[src/rtl/fpmult_pkg.sv]
// Shared types and constants for the single-precision multiplier normalization path.
package fpmult_pkg;

  localparam int unsigned EXP_BIAS = 127;
  localparam int unsigned PROD_W   = 48;
  localparam int unsigned FRAC_W   = 23;
  localparam int unsigned EXP_W    = 9;
  localparam int unsigned ESUM_W   = 10;

  // Internal unbiased-exponent width; wide enough for 0-127 .. 510-127+1 with sign.
  localparam int unsigned EX_W     = 11;

  // Largest biased exponent that still denotes a finite normal number, plus one.
  localparam int signed   EXP_OVF  = 255;

  // Normalized result fields as delivered to the rounding stage.
  typedef struct packed {
    logic [FRAC_W-1:0] norm_m;
    logic [EXP_W-1:0]  norm_e;
    logic              g;
    logic              r;
    logic              s;
    logic              zero;
  } norm_t;

  // Stage-1 contents: shifted product fields plus the raw exponent sum.
  typedef struct packed {
    logic              hi;
    logic [FRAC_W-1:0] frac;
    logic              r;
    logic              g;
    logic              s;
    logic              zero;
    logic [ESUM_W-1:0] esum;
  } stage1_t;

  // Remove one bias from the exponent sum and add the normalization carry, full width.
  function automatic logic signed [EX_W-1:0] unbias(input logic [ESUM_W-1:0] esum,
                                                    input logic              hi);
    logic signed [EX_W-1:0] sum_ext;
    logic signed [EX_W-1:0] hi_ext;
    sum_ext = $signed({1'b0, esum});
    hi_ext  = $signed({{(EX_W - 1){1'b0}}, hi});
    return sum_ext - $signed(EX_W'(EXP_BIAS)) + hi_ext;
  endfunction

endpackage

[src/rtl/fpmult_norm_shift.sv]
// Combinational one-bit normalization of a 24x24 mantissa product: picks the
// fraction window from the product MSB and extracts round/guard/sticky and zero.
module fpmult_norm_shift
  import fpmult_pkg::*;
(
  input  logic [PROD_W-1:0] prod_i,
  output logic              hi_o,
  output logic [FRAC_W-1:0] frac_o,
  output logic              r_o,
  output logic              g_o,
  output logic              s_o,
  output logic              zero_o
);

  // Product in [2,4) shifts right one extra place; in [1,2) the window starts one lower.
  always_comb begin
    hi_o   = prod_i[47];
    zero_o = (prod_i == '0);
    if (prod_i[47]) begin
      frac_o = prod_i[46:24];
      r_o    = prod_i[23];
      g_o    = prod_i[22];
      s_o    = |prod_i[21:0];
    end else begin
      frac_o = prod_i[45:23];
      r_o    = prod_i[22];
      g_o    = prod_i[21];
      s_o    = |prod_i[20:0];
    end
  end

endmodule

[src/rtl/fpmult_norm_stage.sv]
// Two-register normalization stage of the FP multiplier with valid/ready flow control.
// Stage 1 captures the shifted product fields, stage 2 removes the exponent bias.
// Optional macro FPMULT_NORM_EXC_EN adds registered overflow/underflow flags; without
// it Ovf and Unf are constant 0.
module fpmult_norm_stage
  import fpmult_pkg::*;
(
  input  logic              clk,
  input  logic              rst,
  input  logic              InValid,
  output logic              InReady,
  input  logic [PROD_W-1:0] Prod,
  input  logic [ESUM_W-1:0] ESum,
  output logic              OutValid,
  input  logic              OutReady,
  output logic [FRAC_W-1:0] NormM,
  output logic [EXP_W-1:0]  NormE,
  output logic              R,
  output logic              G,
  output logic              S,
  output logic              Zero,
  output logic              Ovf,
  output logic              Unf
);

  logic    v1_q, v1_d;
  logic    v2_q, v2_d;
  logic    ld1, ld2, accept;
  stage1_t s1_d, s1_q;
  norm_t   s2_d, s2_q;

  fpmult_norm_shift u_shift (
    .prod_i (Prod),
    .hi_o   (s1_d.hi),
    .frac_o (s1_d.frac),
    .r_o    (s1_d.r),
    .g_o    (s1_d.g),
    .s_o    (s1_d.s),
    .zero_o (s1_d.zero)
  );

  assign s1_d.esum = ESum;

  // Stall control: a stage loads when it is empty or the stage after it moves.
  // OutReady reaches InReady combinationally so a full pipe can still stream.
  always_comb begin
    ld2     = !v2_q || OutReady;
    ld1     = !v1_q || ld2;
    InReady = ld1;
    accept  = InValid && ld1;
    v1_d    = ld1 ? InValid : v1_q;
    v2_d    = ld2 ? v1_q : v2_q;
  end

  // Valid bits are the only reset state.
  always_ff @(posedge clk) begin
    if (rst) begin
      v1_q <= 1'b0;
      v2_q <= 1'b0;
    end else begin
      v1_q <= v1_d;
      v2_q <= v2_d;
    end
  end

  // Stage-1 data register, loaded only on an accepted offer.
  always_ff @(posedge clk) begin
    if (accept) begin
      s1_q <= s1_d;
    end
  end

  // Stage-2 next state: bias removal; a zero product clears every numeric field.
  always_comb begin
    s2_d        = '0;
    s2_d.zero   = s1_q.zero;
    if (!s1_q.zero) begin
      s2_d.norm_m = s1_q.frac;
      s2_d.norm_e = EXP_W'(unbias(s1_q.esum, s1_q.hi));
      s2_d.g      = s1_q.g;
      s2_d.r      = s1_q.r;
      s2_d.s      = s1_q.s;
    end
  end

  // Stage-2 data register; holds while the downstream stalls.
  always_ff @(posedge clk) begin
    if (ld2 && v1_q) begin
      s2_q <= s2_d;
    end
  end

`ifdef FPMULT_NORM_EXC_EN
  logic signed [EX_W-1:0] ex;
  logic                   ovf_d, ovf_q;
  logic                   unf_d, unf_q;

  // Range checks use the full signed exponent so negative results are caught.
  always_comb begin
    ex    = unbias(s1_q.esum, s1_q.hi);
    ovf_d = (ex >= EX_W'(EXP_OVF)) && !s1_q.zero;
    unf_d = (ex <= '0) && !s1_q.zero;
  end

  // Exception flags travel with the stage-2 data.
  always_ff @(posedge clk) begin
    if (ld2 && v1_q) begin
      ovf_q <= ovf_d;
      unf_q <= unf_d;
    end
  end

  assign Ovf = v2_q & ovf_q;
  assign Unf = v2_q & unf_q;
`else
  assign Ovf = 1'b0;
  assign Unf = 1'b0;
`endif

  // Outputs read zero whenever no result is presented.
  always_comb begin
    OutValid = v2_q;
    NormM    = v2_q ? s2_q.norm_m : '0;
    NormE    = v2_q ? s2_q.norm_e : '0;
    R        = v2_q & s2_q.r;
    G        = v2_q & s2_q.g;
    S        = v2_q & s2_q.s;
    Zero     = v2_q & s2_q.zero;
  end

endmodule
[config.mk]
export PLATFORM = sky130hd
export DESIGN_NAME = fpmult_norm_stage
export DESIGN_NICKNAME = d
export VERILOG_FILES = /design/src/rtl/fpmult_pkg.sv /design/src/rtl/fpmult_norm_shift.sv /design/src/rtl/fpmult_norm_stage.sv
export SDC_FILE = /design/constraint.sdc
export NUM_CORES = 1
export LEC_CHECK = 0
export CAP_MARGIN = 25
export CORE_ASPECT_RATIO = 0.6
export CORE_MARGIN = 3
export CORE_UTILIZATION = 47
export CTS_CLUSTER_SIZE = 30
export DETAILED_ROUTE_END_ITERATION = 16
export GPL_TIMING_DRIVEN = 0
export PLACE_DENSITY_LB_ADDON = 0.08
export SLEW_MARGIN = 20
export SYNTH_ARGS = -nofsm -noshare
export SYNTH_HDL_FRONTEND = slang
export SYNTH_SLANG_ARGS = --single-unit
[constraint.sdc]
create_clock -name clk -period 3.6 [get_ports clk]
set_input_delay 0.36 -clock clk [delete_from_list [all_inputs] [get_ports clk]]
set_output_delay 0.36 -clock clk [all_outputs]
set_load 0.05 [all_outputs]
Word-level counts from Yosys, hierarchy flattened
Cells that the tools add are included.
Word-level totals
  flip-flop bits (word level): 75
  input port bits: 62
  output and inout port bits: 40
  word-level logic and storage cells: 36
Cells by class
  add/subtract/negate cells: 2
  mux-type cells: 6
  bitwise logic cells: 4
  reduce and logical (&&, ||, !) cells: 9
Operators by type and width (count)
  $logic_not 48->1: 1
  $mux 23: 2
  $reduce_or 22->1: 1
  $reduce_or 21->1: 1
  $add 9x2->9: 1
  $mux 9: 1
  $sub 9x7->9 const B: 1
  $and 1x1->1: 4
  $mux 1: 3
  $logic_and 1x1->1: 2
  $logic_not 1->1: 2
  $logic_or 1x1->1: 2

Longest topological paths before layout
  depth after elaboration: 4
  gate-level depth with buffers: 7
  mapped depth without buffers: 7

Modules after synthesis
A second synthesis with hierarchy kept.
Unflattened totals
  cell total of the unflattened synthesis: 240
  area, all modules: 3374.5 µm²
By module, submodules not included
  fpmult_norm_stage: times used 1, cells an instance 192, area an instance 2939.1 µm², seq. area each 2232.1 µm²
  fpmult_norm_shift: times used 1, cells an instance 48, area an instance 435.4 µm², seq. area each 0.0 µm²

Worst setup path before layout
No wires, ideal clock.
  kind: register to register
  start: register v2_q, in the netlist OutValid
  end: register s1_q[0] (netlist name) (enable)
  setup time: 0.444 ns
  arrival: 2.666 ns
  required time: 3.156 ns
  slack: 0.491 ns
  cell stages (with the launch flop): 3
  path buffers: 0
  clock period less this slack: 3.109 ns
  cells stage by stage: dfxtp_1 and2b_1 a21oi_1
On the way
  word-level cells in the longest chain between the ends: 4
Ends and longest elaborated chain
  start, declared: RTL line fpmult_norm_stage.sv:27  | logic v2_q, v2_d;
  start signal, assigned: RTL line fpmult_norm_stage.sv:62  | v2_q <= v2_d;
  $logic_not 1->1: RTL line fpmult_norm_stage.sv:47  | ld2 = !v2_q || OutReady;
  $logic_or 1x1->1: RTL line fpmult_norm_stage.sv:47
  $logic_or 1x1->1: RTL line fpmult_norm_stage.sv:48  | ld1 = !v1_q || ld2;
  $logic_and 1x1->1: RTL line fpmult_norm_stage.sv:50  | accept = InValid && ld1;
  net accept: RTL line fpmult_norm_stage.sv:28  | logic ld1, ld2, accept;
  end signal, assigned: RTL line fpmult_norm_stage.sv:69  | s1_q <= s1_d;
  end, declared: RTL line fpmult_norm_stage.sv:29  | stage1_t s1_d, s1_q;
The timed path passes the listed nets, and every way through them passes these cells.
A chain may end at the register's enable or synchronous reset.

Worst setup path in the final report
  start: register v2_q, in the netlist OutValid
  end: output port NormM[20]
On the way
  word-level cells in the longest chain between the ends: 1
Ends and longest elaborated chain
  $mux 23: RTL line fpmult_norm_stage.sv:123  | NormM = v2_q ? s2_q.norm_m : '0;
  end, declared: RTL line fpmult_norm_stage.sv:16  | output logic [FRAC_W-1:0] NormM,
No other way between the ends.

==> out/metrics.cfg <==
[run_status]
status=finished clean

[power]
p_per_area_nw_per_um2=475.3
total_power_mw=2.305
pwr-share-seq=0.449
combPwrFrac=0.122
power.switching_mw=0.4791
swShare=0.2078
clockPowerShare=0.429
p_leak_nw=1.700
max-vdd-ir-drop_v=0.0002320
p_int_mw=1.826

[drt]
m1WireLength_mm=3.126
drt_iter0_markers=90
wl_met2_mm=3.132
drc=0
vias=2199
routed_via_density=4.986
wl_per_cell_um=15.50
drt_wl_total_mm=6.834
dr.pass1.iters=4
top_layer_used=met4
met3_length_um=490
postRouteAntennaNets=0

[yosys]
yosys.area.top_type=edfxtp_1
yosys-top-cells-count=edfxtp_1 (73), and2_1 (36), nor2b_1 (28)
synthesis.area_um2=3353
synth_top_area_frac=0.6537
synthFlopType=edfxtp_1
yosysMostFrequentCell=edfxtp_1
synthDistinctLibCells=34
seq_area_frac_synth=0.6657
ys_seq_elements=75
synth_area_leaders=edfxtp_1 (65%), mux2_2 (8.4%), and2_1 (6.7%)
avgSynthCellArea_um2=14.09
synth_edf_count=73
async_flop_share=0
ys_warn_count=0
syn_inst=238

[worst_setup_path]
required_ps=3240
endpoint_kind=output port
r2r-end=s1_q[11]
reg2reg_depth=3
regToRegStartpoint=OutValid
worst-endpoint-arrival_ps=2210
critPathLaunchType=flop
crit_type=flop to output port
crit_fanout=11
rrSetupSlack_ps=1830

[timing]
finalSetupViolCount=0
fin_tns_setup_ps=0
timing_worst_slew_pin_value_ps=577.3
fin_crit_sh=0.7142
fin_crit_ps=2571
skew_ps=4.326
rsz0062_at_grt=no
slew-limit-headroom=0.6143
hold_viol_final=0
max_freq_mhz=388.9
report.final.slew_viol_count=0

[global_route]
antenna_found_initial=0
grt_overflow=0
grt_use_total=0.1788
grt_first_pass_wirelength_mm=10.92
grt_max_degree=25
grt_pass1_vias=2152

[worst_hold_path]
hold_start=s1_q[10]
hold-path-endpoint=s2_q[0]
hold_path_depth=0
holdCritPathClass=flop to flop

[die]
fp-row-count=23
start_util=0.4937
core_area_um2=6792
num_io_pins=102
dieArea_um2=8217
die_height_um=71.43
die_x_um=115.0

[clock_tree]
cts_made_buffers=9
clkTransAtPathRegs_ps=50
htreeDepth=3
clkLatencyLatePin_ps=330
cts_hold_repair.buffers=0
cts.path.max_buffers=2
cts_tree=yes
post-cts-setup-buffers=0
cts_sinks=75
cts-root-buf=clkbuf_16
cts_resized=0

[placed_design]
io_buffers=98
dp_hpwl_mm=5.097
gp_congestion=0.8176

[run]
maxCapViolations=0

[final_layout]
final_nets=414
fillers=488
layout-drive-gt1-share=0.1441
num_antenna_cells=0
syn_to_final_growth_pct=44.66

-- kinds of logic (layout without fill, tap and decap cells) --
group                    after synthesis  after routing  synth area share
XOR/XNOR                               3              3          0.007837
adder cells (fa/ha/maj)                2              2          0.007461
multiplexers                          25             25           0.08396
AND/OR/NAND/NOR                      103            103            0.1869
AO/OA/AOI/OAI                         11             11           0.02127
other                                  1              2          0.001118
flip-flops                            75             75            0.6657
buffers and inverters                 18            133           0.02574
-- layout make-up --
class	instances	area (um2)	share of cell area
Buffer	12	63.81	0.01315
Clock buffer	9	225.2	0.04643
Clock inverter	6	105.1	0.02167
Multi-Input combinational cell	146	1057	0.2180
Tap cell	87	108.9	0.02244
Sequential cell	75	2232	0.4601
Inverter	6	22.52	0.004643
Timing Repair Buffer	100	1036	0.2136
-- power groups by stage --
stage	combinational [mW]	sequential, mW	clock (mW)
finish	0.282	1.04	0.988
global placement	0.268	1.06	0
floorplan	0.145	1.05	0
CTS	0.285	1.04	1.00
detailed placement	0.283	1.05	0
global route	0.303	1.04	1.04
-- how the worst max path moves through the flow --
stage	to	from
3_5_place_dp	InReady	OutReady
2_1_floorplan	s1_q[0]	OutValid
6_report	NormM[20]	OutValid
5_1_grt	NormM[20]	OutValid
4_1_cts	NormM[20]	OutValid
3_3_place_gp	s1_q[29]	OutReady
-- sequential cells by signal, summed over array words and instances (netlist names) --
| name | count |
|---|---|
| OutValid | 1 |
| s1_q | 37 |
| s2_q | 36 |
| v1_q | 1 |
-- placed cells by master (no fill, tap or decap), types with 2 or more instances in the layout --
master,count
clkdlybuf4s50_1,98
edfxtp_1,73
and2_1,36
nor2b_1,27
mux2_2,25
nor4_1,10
clkbuf_16,9
nor2_1,7
inv_1,6
nand2_1,5
clkbuf_1,5
nor3_1,4
buf_2,3
nand3_1,3
a21oi_1,3
bufinv_16,3
dfxtp_1,2
nand4_1,2
nor4_2,2
o21ai_0,2
or3_1,2
xor2_1,2
ha_1,2
buf_4,2
conb_1,2
clkinv_1,2
buf_16,2
-- metal layers --
metal  global-route usage  vias to the layer above
met3              0.05992                        9
met1               0.2396                     1011
met4              0.05990                        0
met5                    0                        -
li1                     -                     1089
met2               0.2769                       90
-- critical path: stages, from the launching register on --
cell and delay (ps):
dfxtp_1 500, clkbuf_1 360, and2_1 210, clkdlybuf4s50_1 810
-- per-stage QoR --
stage | std cells | instance area [um2] | utilization | hold slack [ps] | setup slack (ps)
after global placement | 424 | 4447 | 0.6548 | 423.1 | -661.9
after global routing | 441 | 4851 | 0.7143 | 456.5 | 835.8
final | 441 | 4851 | 0.7143 | 438.8 | 1029
after floorplan | 239 | 3357 | - | 420.6 | 490.8
after detailed placement | 426 | 4521 | 0.6656 | 426.6 | 1245
after CTS | 441 | 4851 | 0.7143 | 439.5 | 979.5
(Power assumes the default switching activity.)
